==> src/rtl/etapa_if_pkg.sv <==
// etapa_if_pkg: fetch-stage state encoding, IF/ID layout and opcode values shared with the control unit.
package etapa_if_pkg;
    typedef enum logic [1:0] {FETCH = 2'd0, HOLD = 2'd1, DRAIN = 2'd2} if_state_t;
    localparam logic [31:0] NOP_INST = 32'h0000_0000;
    localparam logic [31:0] PC_INC   = 32'd4;
    localparam int OP_HI = 31;
    localparam int OP_LO = 26;
    localparam logic [5:0] OP_RTYPE = 6'h00;
    localparam logic [5:0] OP_J     = 6'h02;
    localparam logic [5:0] OP_BEQ   = 6'h04;
    localparam logic [5:0] OP_ADDI  = 6'h08;
    localparam logic [5:0] OP_LW    = 6'h23;
    localparam logic [5:0] OP_SW    = 6'h2B;
    typedef struct packed {
        logic [31:0] inst;
        logic [31:0] pc4;
        logic        valid;
    } if_id_t;
    function automatic logic [5:0] get_opcode(input logic [31:0] inst);
        return inst[OP_HI:OP_LO];
    endfunction
endpackage

==> src/rtl/etapa_if_registro.sv <==
// registro_if_id: 65-bit IF/ID pipeline register with load enable and synchronous flush to a NOP bubble.
module registro_if_id
    import etapa_if_pkg::*;
(
    input  logic   clk,
    input  logic   rst,
    input  logic   en,
    input  logic   flush,
    input  if_id_t d,
    output if_id_t q
);
    if_id_t reg_q, reg_d;

    always_comb reg_d = flush ? '{inst: NOP_INST, pc4: 32'h0, valid: 1'b0} : en ? d : reg_q;

    always_ff @(posedge clk or posedge rst)
        if (rst) reg_q <= '0;
        else     reg_q <= reg_d;

    assign q = reg_q;
endmodule

==> src/rtl/etapa_if.sv <==
// etapa_if: instruction-fetch stage; PC, valid/ready fetch FSM with skid buffer and drain of killed requests.
module etapa_if
    import etapa_if_pkg::*;
#(
    parameter logic [31:0] RESET_PC = 32'h0000_0000
) (
    input  logic        clk,
    input  logic        rst,
    input  logic        stall,
    input  logic        branch_taken,
    input  logic [31:0] branch_target,
    output logic        imem_req,
    output logic [31:0] imem_addr,
    input  logic        imem_ready,
    input  logic [31:0] imem_rdata,
    output logic [31:0] if_id_inst,
    output logic [31:0] if_id_pc4,
    output logic        if_id_valid,
    output logic [5:0]  opcode
);
    if_state_t   state_q, state_d;
    logic [31:0] pc_q, pc_d, req_addr_q, req_addr_d, skid_q, skid_d;
    logic        ld, flush;
    if_id_t      ld_val, if_id;

    assign imem_req  = !rst && state_q != HOLD;
    assign imem_addr = state_q == DRAIN ? req_addr_q : pc_q;
    // In HOLD the PC already points past the buffered word, so it is that word's pc4.
    assign ld_val = state_q == HOLD ? '{inst: skid_q, pc4: pc_q, valid: 1'b1}
                                    : '{inst: imem_rdata, pc4: pc_q + PC_INC, valid: 1'b1};

    always_comb begin
        state_d    = state_q;
        pc_d       = pc_q;
        req_addr_d = req_addr_q;
        skid_d     = skid_q;
        ld         = 1'b0;
        flush      = 1'b0;
        case (state_q)
            FETCH: begin
                if (branch_taken) begin
                    pc_d       = branch_target;
                    flush      = 1'b1;
                    req_addr_d = imem_ready ? req_addr_q : pc_q;
                    state_d    = imem_ready ? FETCH : DRAIN;
                end else if (imem_ready) begin
                    pc_d    = pc_q + PC_INC;
                    ld      = !stall;
                    skid_d  = stall ? imem_rdata : skid_q;
                    state_d = stall ? HOLD : FETCH;
                end else begin
                    flush = !stall;
                end
            end
            HOLD: begin
                if (branch_taken) begin
                    pc_d    = branch_target;
                    flush   = 1'b1;
                    skid_d  = NOP_INST;
                    state_d = FETCH;
                end else if (!stall) begin
                    ld      = 1'b1;
                    state_d = FETCH;
                end
            end
            DRAIN: begin
                // The killed request stays on the bus until accepted; its data never reaches IF/ID.
                flush   = 1'b1;
                pc_d    = branch_taken ? branch_target : pc_q;
                state_d = imem_ready ? FETCH : DRAIN;
            end
            default: state_d = FETCH;
        endcase
    end

    always_ff @(posedge clk or posedge rst)
        if (rst) begin
            state_q    <= FETCH;
            pc_q       <= RESET_PC;
            req_addr_q <= 32'h0;
            skid_q     <= NOP_INST;
        end else begin
            state_q    <= state_d;
            pc_q       <= pc_d;
            req_addr_q <= req_addr_d;
            skid_q     <= skid_d;
        end

    registro_if_id u_if_id (
        .clk   (clk),
        .rst   (rst),
        .en    (ld),
        .flush (flush),
        .d     (ld_val),
        .q     (if_id)
    );

    assign if_id_inst  = if_id.inst;
    assign if_id_pc4   = if_id.pc4;
    assign if_id_valid = if_id.valid;
    assign opcode      = get_opcode(if_id.inst);
endmodule

==> config.mk <==
export PLATFORM = sky130hd
export DESIGN_NAME = etapa_if
export DESIGN_NICKNAME = d
export VERILOG_FILES = /design/src/rtl/etapa_if_pkg.sv /design/src/rtl/etapa_if_registro.sv /design/src/rtl/etapa_if.sv
export SDC_FILE = /design/constraint.sdc
export NUM_CORES = 1
export LEC_CHECK = 0
export BUFFER_PORTS_ARGS = -buffer_cell sky130_fd_sc_hd__buf_2
export CAP_MARGIN = 20
export CORE_MARGIN = 8
export CORE_UTILIZATION = 55
export DETAILED_ROUTE_END_ITERATION = 6
export PLACE_DENSITY = 0.77
export SETUP_SLACK_MARGIN = 0.05
export SLEW_MARGIN = 20
export SYNTH_ARGS = -nofsm -noshare
export SYNTH_HDL_FRONTEND = slang
export SYNTH_SLANG_ARGS = --single-unit
export TNS_END_PERCENT = 100
==> constraint.sdc <==
create_clock -name clk -period 6.68 [get_ports clk]
set_input_delay 0.668 -clock clk [delete_from_list [all_inputs] [get_ports clk]]
set_output_delay 0.668 -clock clk [all_outputs]
set_load 0.1 [all_outputs]
Word level (Yosys, flattened, before mapping). Cells that the tools add are included.

Bitwise operators: 1. Muxes and demuxes: 29. Eq/ne operators: 10. Add/subtract/negate cells: 1. Reductions and logical operators: 12.

Operator list (count): $mux W32 (8); $mux W65 (3); $pmux W32 S2 (2); $add A32 B3 Y32 const B (1); $mux W2 (5); $mux W1 (8); $ne A2 B2 Y1 const B (4); $ne A3 B3 Y1 const B (2); $pmux W2 S3 (1); $reduce_and A3 Y1 (2); $reduce_bool A2 Y1 (3); $reduce_and A5 Y1 (1); $ne A2 B1 Y1 const B (2); $pmux W1 S3 (1); $eq A2 B1 Y1 const B (1); $eq A2 B2 Y1 const B (1); $logic_not A1 Y1 (2); $logic_not A2 Y1 (1); $pmux W1 S2 (1); $reduce_and A2 Y1 (1); $reduce_or A2 Y1 (1); $logic_and A1 B1 Y1 (1); $not A1 Y1 (1).

Output and inout bits: 104. Bits in registers: 163. Logic and storage cells: 60. Bits of input ports: 69.

Depth between registers and ports, before layout.
Depth after elaboration: 6. Gate-level depth with buffers: 9. Mapped depth without buffers: 7.

Cells and area by module. Synthesis repeated with hierarchy kept, for this count alone.

Cells, all modules: 907. Area, all modules: 8773.4 um^2.

Modules (own cells, without submodules): etapa_if (seq. area each 2452.4 um^2, cells an instance 697, instances 1, area an instance 6102.1 um^2); registro_if_id (seq. area each 1626.6 um^2, cells an instance 210, instances 1, area an instance 2671.3 um^2).

Least setup slack after synthesis. Ideal clock, no wire load.

Path type: reg2out. Start point: register state_q[0]. End point: output port imem_addr[14]. Buffers on the path: 2. Slack: 2833 ps. Data arrival time: 3179 ps. Required time: 6012 ps. Cell stages (with the launch flop): 6. Cell sequence: dfrtp_1 -> inv_1 -> ha_1 -> clkbuf_1 -> buf_1 -> o21ai_0.

Word-level cells in the longest chain between the ends: 2.

Ends and longest elaborated chain: start, declared (line etapa_if.sv:21) `if_state_t state_q, state_d;`; start signal, assigned (line etapa_if.sv:83) `state_q <= state_d;`; $eq A2 B2 Y1 (line etapa_if.sv:27) `assign imem_addr = state_q == DRAIN ? req_addr_q : pc_q;`; $mux W32 (line etapa_if.sv:27); end, declared (line etapa_if.sv:13) `output logic [31:0] imem_addr,`.

No other way between the ends.

Worst setup path in the final report.
Start point: register state_q[0]. End point: output port imem_addr[27].

The elaborated chain is that of the path after synthesis.

==> results.json <==
{
  "number_of_input_and_output_port_buffers_inserted": 172,
  "cp_cell_sequence": "inv_1 > ha_1 > buf_4 > mux2_2 > buf_2",
  "syn-instance-count": 809,
  "report.power.total_w": 0.00471,
  "n_fill_cell": 1202,
  "timing.rr.start": "state_q[1]",
  "ff2ff_setup_slack_ps": 3870,
  "area_growth_syn_to_layout_pct": 17.5,
  "power-per-cell-area_nw_per_um2": 481,
  "grt_setup_unrepaired": "false",
  "nets": 1002,
  "setup-violations-final": 0,
  "drcViolationCount": 0,
  "via_count": 6789,
  "combPwrFrac": 0.458,
  "startpoint": "state_q[0]",
  "wl_per_cell_um": 19.7,
  "final_antenna_net_count": 0,
  "clock_tree_from_tritoncts": "done",
  "final.setup_skew_ps": 13.5,
  "power.sequential.fraction": 0.332,
  "chipWidth_um": 139,
  "antenna_found_initial": 0,
  "clkSinkCount": 163,
  "ctsHtreeMaxLevel": 4,
  "p_leak_nw": 4.37,
  "total_switching_power_w": 0.00234,
  "io_pins": 173,
  "number_of_global_route_vias_before_repair": 6630,
  "synth-async-reset-ratio": 1.00,
  "period_share": 0.494,
  "syn_avg_cell_area_sq_um": 10.3,
  "outcome": "finished, final reports clean",
  "mappedNetlistNets": 883,
  "post-route-min-period_ps": 3300,
  "synthDominantAreaCellType": "sky130_fd_sc_hd__dfrtp_1",
  "synth_top_area_share": 0.489,
  "route.detailed.vias_per_inst": 6.01,
  "area_of_the_mapped_netlist_sq_um": 8330,
  "critPathLaunchType": "flip-flop",
  "type_of_element_capturing_the_critical_path": "output port",
  "timing.critical_path.fanout_max": 27,
  "global_route.peak_usage_layer": "met2",
  "cp_slowest_stage_delay_ps": 540,
  "synthFlopType": "sky130_fd_sc_hd__dfrtp_1",
  "post-dp-hpwl_um": 15200,
  "post-place-ws_ps": 3810,
  "ys.warnings.count": 0,
  "1st_iter_drt_viols": 552,
  "timing_worst_setup_path_type": "reg -> out",
  "gr-usage-all-layers": 0.230,
  "worst_hold_path_type": "in -> async",
  "endpoint_arrival_time_on_the_critical_path_ps": 2630,
  "global_route.usage.met3": 0.0568,
  "most_used_standard_cell_by_instance_count_after_synthesis": "sky130_fd_sc_hd__dfrtp_1",
  "timing_max_transition_violations_final": 0,
  "hold_buffers": 0,
  "gpl.final_weighted_congestion": 0.963,
  "synth.top_cells.by_count": "163 x sky130_fd_sc_hd__dfrtp_1, 77 x sky130_fd_sc_hd__nor2_1, 60 x sky130_fd_sc_hd__mux2_2",
  "global_route.usage.met2": 0.353,
  "switching_share": 0.498,
  "drt_wirelength_um": 22200,
  "drive_gt1_frac": 0.311,
  "clockRootBuffer": "sky130_fd_sc_hd__clkbuf_16",
  "clk-insertion-delay-late_ps": 430,
  "max_slew_margin": 0.286,
  "overflow": 0,
  "hold-worst-slack_ps": 432,
  "achievable-frequency_mhz": 303,
  "grt_pass1_wl_um": 35900,
  "rows": 45,
  "power.clock.fraction": 0.210,
  "r2r.worst_path.cells": 8,
  "netlist_top_cells_area": "sky130_fd_sc_hd__dfrtp_1 49%, sky130_fd_sc_hd__mux2_2 8.1%, sky130_fd_sc_hd__mux2i_1 4.3%",
  "clk_path_buf_depth": 2,
  "synth_sequential_area_ratio": 0.489,
  "timing_worst_slew_pin_value_ps": 1070,
  "drv.max_cap_violation_count": 0,
  "fp.dieH_um": 139,
  "reg2reg_to": "u_if_id.q[63]",
  "floorplan.initialDensity": 0.556,
  "p_int_w": 0.00236,
  "cts-resized-gates": 0,
  "area_of_the_die_sq_um": 19300,
  "worst_path_max_delay_cell": "sky130_fd_sc_hd__ha_1",
  "clock_input_transition_at_the_sequential_cells_of_the_worst_setup_and_hold_paths_ps": 60,
  "synth-edff-count": 0,
  "yosys_cell_types": 59,
  "post-route-worst-setup-slack_ps": 3380,
  "synth_seq_cells": 163,
  "fin_setup_tns_ps": 0,
  "number_of_search_and_repair_iterations_in_the_first_detailed_routing_pass": 6,
  "globalRouteMet1Util": 0.310,
  "cts-buffers-inserted": 17,
  "floorplan.core_area_sq_um": 15000,
  "max-vdd-ir-drop_uv": 458,
  "worstPathRequired_ps": 6010,
  "antenna-diode-count": 0,
  "grt_max_degree": 94,
  "final_hold_viol_count": 0,
  "postCtsSetupRepairBufs": 0
}
power by group through the flow:
stage | logic [W] | registers [W] | clock network (W)
after floorplan | 0.00163 | 0.00171 | 0
after CTS | 0.00216 | 0.00155 | 0.00100
final | 0.00216 | 0.00156 | 0.000988
after global placement | 0.00213 | 0.00155 | 0
after global routing | 0.00226 | 0.00160 | 0.00104
after detailed placement | 0.00215 | 0.00157 | 0
worst max-delay path: cells and delay by family, from the launching register on:
family	cells	cell delay, ps
buf+inv	3	850
fa+ha+maj	1	540
flops	1	410
mux	1	380
state kept, by name (all words and copies together), names as in the netlist:
name,flops
pc_q,32
req_addr_q,32
skid_q,32
state_q,2
u_if_id.q,65
worst max-delay path by stage:
stage	to	slack, ps	cells past startpoint
after floorplan	pc_q[0]	1610	1
after global placement	imem_addr[30]	3880	5
after detailed placement	imem_addr[27]	3810	5
after CTS	imem_addr[27]	3350	5
after global routing	imem_addr[14]	3250	6
final	imem_addr[27]	3380	5
cells in the final DEF, fill, tap and decap left out, drive strengths merged, types with 3 or more instances in the layout:
master / n
a211oi: 41
a21oi: 54
a22o: 33
a2bb2oi: 5
a311oi: 4
a31oi: 4
and3: 7
and4: 6
buf: 183
clkbuf: 20
clkinv: 4
dfrtp: 163
ha: 5
inv: 12
mux2: 60
mux2i: 36
nand2: 46
nand3: 19
nand4: 19
nor2: 77
nor3: 17
nor4: 8
o21ai: 22
o22a: 4
o22ai: 31
o32ai: 4
or2: 3
or3: 3
xnor2: 13
xor2: 15
per-stage QoR:
stage / utilization / std cells / cell area [sq um]
floorplan: - / 809 / 8330
global placement: 0.614 / 1097 / 9190
finish: 0.654 / 1129 / 9790
global route: 0.654 / 1129 / 9790
detailed placement: 0.614 / 1097 / 9190
CTS: 0.654 / 1129 / 9790
cell type report:
type / instances / area, sq um / share of cell area
clock inverter: 12 / 145 / 0.0148
inverter: 8 / 35.0 / 0.00358
sequential: 163 / 4080 / 0.417
multi-input combinational: 555 / 3900 / 0.398
tap: 188 / 235 / 0.0240
clock buffer: 20 / 457 / 0.0466
timing repair buffer: 183 / 943 / 0.0964
cell families after synthesis:
| logic type | count (synthesis) | synth area share |
|---|---|---|
| compound gates | 215 | 0.175 |
| xor+xnor | 28 | 0.0294 |
| fa+ha+maj | 5 | 0.00751 |
| buf+inv | 91 | 0.0467 |
| flops | 163 | 0.489 |
| mux | 96 | 0.124 |
| simple gates | 211 | 0.128 |
metal layers:
layer	vias to the layer above	wire, um
met5	-	0
met4	0	444
met3	38	1460
met2	269	10100
met1	3264	10200
li1	3218	-
Note: power is estimated with default switching activity, not from simulation.
